**src/rtl/dma_mem_ctrl.sv**
```systemverilog
`default_nettype none
// ============================================================================
//  Module   : dma_mem_ctrl
//  Brief    : SRAM port owner shared between the Z80 bus and the DMA engines.
//             Runs one SRAM cycle per accepted DMA request. A request is only
//             accepted while the CPU is off the bus, and bursts are capped so
//             that the CPU always gets a bus window.
//  Revision : 1.0 - initial release
// ============================================================================
module dma_mem_ctrl #(
    parameter int WAIT_STATES = 1,  // extra strobe cycles per access (0..7)
    parameter int MAX_BURST   = 4   // accepts before a forced CPU gap (1..15)
) (
    input  logic        clk,
    input  logic        rst_n,
    input  logic        dma_req,
    input  logic        dma_rnw,
    input  logic [20:0] dma_addr,
    input  logic [7:0]  dma_wd,
    output logic [7:0]  dma_rd,
    output logic        dma_ack,
    output logic        dma_end,
    input  logic        cpu_mem,
    output logic        mem_dma,
    output logic [20:0] mem_addr,
    output logic [7:0]  mem_wd,
    input  logic [7:0]  mem_rd,
    output logic        mem_oe_n,
    output logic        mem_we_n
);

    typedef enum logic [1:0] {
        IDLE   = 2'd0,
        ACCESS = 2'd1,
        END    = 2'd2
    } state_t;

    localparam logic [2:0] c_wait_init = 3'(WAIT_STATES);
    localparam logic [3:0] c_burst_cap = 4'(MAX_BURST);

    state_t      r_state;
    logic [2:0]  r_wcnt;
    logic [3:0]  r_bcnt;
    logic        r_rnw;
    logic [7:0]  r_rd;
    logic        r_mem_dma;
    logic [20:0] r_mem_addr;
    logic [7:0]  r_mem_wd;
    logic        r_oe_n;
    logic        r_we_n;
    logic        w_accept;

    // Accept decode: free slot (IDLE or END), CPU off the bus, burst not capped
    assign w_accept = rst_n
                    & ((r_state == IDLE) | (r_state == END))
                    & dma_req
                    & ~cpu_mem
                    & (r_bcnt != c_burst_cap);

    assign dma_ack  = w_accept;
    assign dma_end  = (r_state == END);
    assign dma_rd   = r_rd;
    assign mem_dma  = r_mem_dma;
    assign mem_addr = r_mem_addr;
    assign mem_wd   = r_mem_wd;
    assign mem_oe_n = r_oe_n;
    assign mem_we_n = r_we_n;

    // Sequencer: accept, hold strobes for 1+WAIT_STATES cycles, then END
    always_ff @(posedge clk or negedge rst_n) begin
        if (!rst_n) begin
            r_state    <= IDLE;
            r_wcnt     <= 3'd0;
            r_bcnt     <= 4'd0;
            r_rnw      <= 1'b1;
            r_rd       <= 8'd0;
            r_mem_dma  <= 1'b0;
            r_mem_addr <= 21'd0;
            r_mem_wd   <= 8'd0;
            r_oe_n     <= 1'b1;
            r_we_n     <= 1'b1;
        end else begin
            case (r_state)
                IDLE, END: begin
                    if (w_accept) begin
                        // Inputs are sampled here; END may overlap a new accept
                        r_mem_addr <= dma_addr;
                        r_mem_wd   <= dma_wd;
                        r_rnw      <= dma_rnw;
                        r_mem_dma  <= 1'b1;
                        r_oe_n     <= ~dma_rnw;
                        r_we_n     <= dma_rnw;
                        r_wcnt     <= c_wait_init;
                        r_bcnt     <= r_bcnt + 4'd1;
                        r_state    <= ACCESS;
                    end else begin
                        // Any free cycle without an accept ends the burst
                        r_bcnt  <= 4'd0;
                        r_state <= IDLE;
                    end
                end
                ACCESS: begin
                    // cpu_mem and dma_req are ignored; the cycle always completes
                    if (r_wcnt != 3'd0) begin
                        r_wcnt <= r_wcnt - 3'd1;
                    end else begin
                        if (r_rnw) begin
                            r_rd <= mem_rd;
                        end
                        r_oe_n    <= 1'b1;
                        r_we_n    <= 1'b1;
                        r_mem_dma <= 1'b0;
                        r_state   <= END;
                    end
                end
                default: begin
                    r_oe_n    <= 1'b1;
                    r_we_n    <= 1'b1;
                    r_mem_dma <= 1'b0;
                    r_state   <= IDLE;
                end
            endcase
        end
    end

endmodule
`default_nettype wire

```
**config.mk**
```make
export PLATFORM = sky130hd
export DESIGN_NAME = dma_mem_ctrl
export DESIGN_NICKNAME = d
export VERILOG_FILES = /design/src/rtl/dma_mem_ctrl.sv
export SDC_FILE = /design/constraint.sdc
export NUM_CORES = 1
export LEC_CHECK = 0
export ABC_AREA = 0
export CORE_MARGIN = 2
export CORE_UTILIZATION = 39
export DETAILED_ROUTE_END_ITERATION = 8
export PLACE_DENSITY_LB_ADDON = 0.1
export SETUP_SLACK_MARGIN = 0.02
export SYNTH_ARGS = -nofsm -noshare
export SYNTH_HDL_FRONTEND = slang
export SYNTH_SLANG_ARGS = --single-unit
```
**constraint.sdc**
```tcl
create_clock -name clk -period 1.9 [get_ports clk]
set_clock_uncertainty 0.2 [all_clocks]
set_input_delay 0.38 -clock clk [delete_from_list [all_inputs] [get_ports clk]]
set_output_delay 0.38 -clock clk [all_outputs]
set_load 0.02 [all_outputs]
```
==> results.toml <==
[synthesis]
yosys_warnings = 0
yosysUniqueCellTypes = 29
ys_seq_area_share_pct = 58.7
syn-cell-area_um2 = 2140
synth_area_per_cell_um2 = 15.3
syn-num-nets = 186
ys.flop_type = "dfrtp_1"
synthCells = 140
synth-async-reset-ratio_pct = 100
synth_edf_count = 0
ys_ff_latch = 50

[placement]
dpl.hpwl_mm = 3.48
dp_slack_ns = -0.494
gp_congestion = 0.723
port_buffers = 83

[routing]
drt-total-wl_mm = 4.92
drtPass1Iterations = 4
wl_per_cell_um = 15.7
drc = 0
drtIter0Drc = 61
ant_nets = 0
via_per_inst = 4.74
vias = 1487

[timing]
setup_viol = 7
timing.final.ws_setup_ns = -0.0385
relSlewSlack_pct = 59.4
hold_viol = 0
fmax_mhz = 516
finalCriticalPeriod_ns = 1.94
setup-tns-final_ns = -0.122
worst_pin_slew_ns = 0.609
finalCritPeriodShare_pct = 102
rsz0062_at_grt = "true"
drv_slew = 0

[floorplan]
dieArea_um2 = 6090
die-width_um = 78.0
row_count = 26
die_height_um = 78.0
io_pins = 84
start_util_pct = 41.1
core_um2 = 5200

[final_layout]
antennaDiodeCount = 0
mostFrequentLayoutCells = "47 x dfrtp_1, 43 x clkdlybuf4s50_1, 31 x dlymetal6s2s_1, 23 x mux2_4, 14 x mux2_2"
area_growth_pct = 58.2
final_layout_size_suffix_gt1_share_pct = 31.1
layout_commonest_cell = "dfrtp_1"
nets = 289

[global_route]
grt-ovfl-total = 0
first_global_vias = 1558
gr-usage-all-layers_pct = 16.5
grt_max_degree = 51
grt_antenna_before_repair = 0
grt_first_pass_wirelength_mm = 7.87

[critical_path]
r2r_cells = 8
path_class = "in -> out"
cp-end-kind = "output pin"
cp_max_fo = 2
worst_ep_required_time_ns = 1.32
worstSetupStartpointType = "input pin"
cp.arrival_ns = 1.36

[clock_network]
cts_sinks = 50
clk_pin_slew_ns = 0.09
cts_root_buffer = "clkbuf_8"
clk_path_buf_depth = 2
cts_tree = "built"
insertion_delay_ns = 0.30
cts_max_level = 2
cts_buffers = 5

[power]
ir_worst_vdd_uv = 792
leakage_uw = 0.00173
power.density_nw_per_um2 = 1470

[run_status]
violations = "setup timing"
status = "complete, but fails checks"

[min_path]
min_path_type = "in -> async"

[run]
drv_cap = 0
[cell usage after synthesis, drive strengths merged, types with 3 or more instances]
| cell | number | share of area, % |
|---|---|---|
| inv | 9 | 1.9 |
| nand3 | 3 | 0.70 |
| dfrtp | 47 | 55 |
| o22ai | 3 | 0.88 |
| ha | 4 | 2.3 |
| buf | 3 | 2.6 |
| mux2 | 37 | 24 |
| nand2 | 9 | 1.9 |
| o21ai | 3 | 0.70 |
| dfstp | 3 | 3.7 |
[stage by stage]
step	total power, uW	area [um^2]	std cells	hold slack, ns	util [%]
after CTS	5060	3260	312	0.0433	62.7
after global placement	4260	3120	303	0.263	60.0
after detailed placement	4320	3120	303	0.277	60.0
after floorplan	3110	2140	140	-0.116	-
after global routing	5250	3380	314	0.0790	65.0
final	4960	3380	314	0.0337	65.0
[worst paths after layout]
check / slack [ns] / startpoint / endpoint
hold / removal: 0.03 / rst_n / r_wcnt[2]
max in group asynchronous: 1.07 / rst_n / mem_wd[0]
min in group clk: 0.29 / mem_dma / mem_dma
setup reg to reg: 0.01 / r_bcnt[0] / mem_wd[4]
hold reg to reg: 0.29 / mem_dma / mem_dma
setup / recovery: -0.04 / cpu_mem / dma_ack
[where the power goes]
part | leakage [uW] | switching (uW) | internal, uW
Combinational | 0.00108 | 1080 | 1310
Sequential | 0.000595 | 268 | 1560
Clock | 0.0000585 | 347 | 395
Total | 0.00173 | 1690 | 3260
[area by class of cell]
cell class              instances  area, um^2
repair buffers                100        1090
inverters                       9        41.3
clock inverters                 3        43.8
flip-flops and latches         50        1250
clock buffers                   5        68.8
fillers                       397        1820
multi-input cells              77         795
well taps                      70        87.6
[state kept, by name, indices dropped and copies added, names as in the netlist]
name	cells
mem_we_n	1
r_state	2
mem_oe_n	1
mem_dma	1
mem_addr	21
r_bcnt	4
r_wcnt	3
mem_wd	8
r_rnw	1
dma_rd	8
[critical path, stage by stage]
cell             delay, ns
clkdlybuf4s50_1       0.39
and4bb_4              0.33
nand2_4               0.08
inv_8                 0.06
buf_4                 0.12
[metal layers]
| layer | vias up | GRT usage [%] | wire length, um |
|---|---|---|---|
| met4 | 0 | 4.74 | 55 |
| met1 | 744 | 22.0 | 2030 |
| met2 | 49 | 26.3 | 2530 |
| met5 | - | 0 | 0 |
| met3 | 5 | 4.94 | 297 |
| li1 | 689 | - | - |
[kinds of logic after synthesis]
group / after synthesis / share of synthesized area [%]
AOI/OAI and AO/OA: 13 / 4.15
adders and majority gates: 4 / 2.34
buffers and inverters: 13 / 4.68
DFF: 50 / 58.7
muxes: 37 / 23.5
and+or+nand+nor: 23 / 6.61
[timing repair]
item,in CTS,in global routing
pin swaps,0,2
setup buffers,0,1
resized for setup,17,37
hold buffers,0,0
setup endpoints to repair,19,60
cloned,1,1
Note: power is estimated with default switching activity, not from simulation.
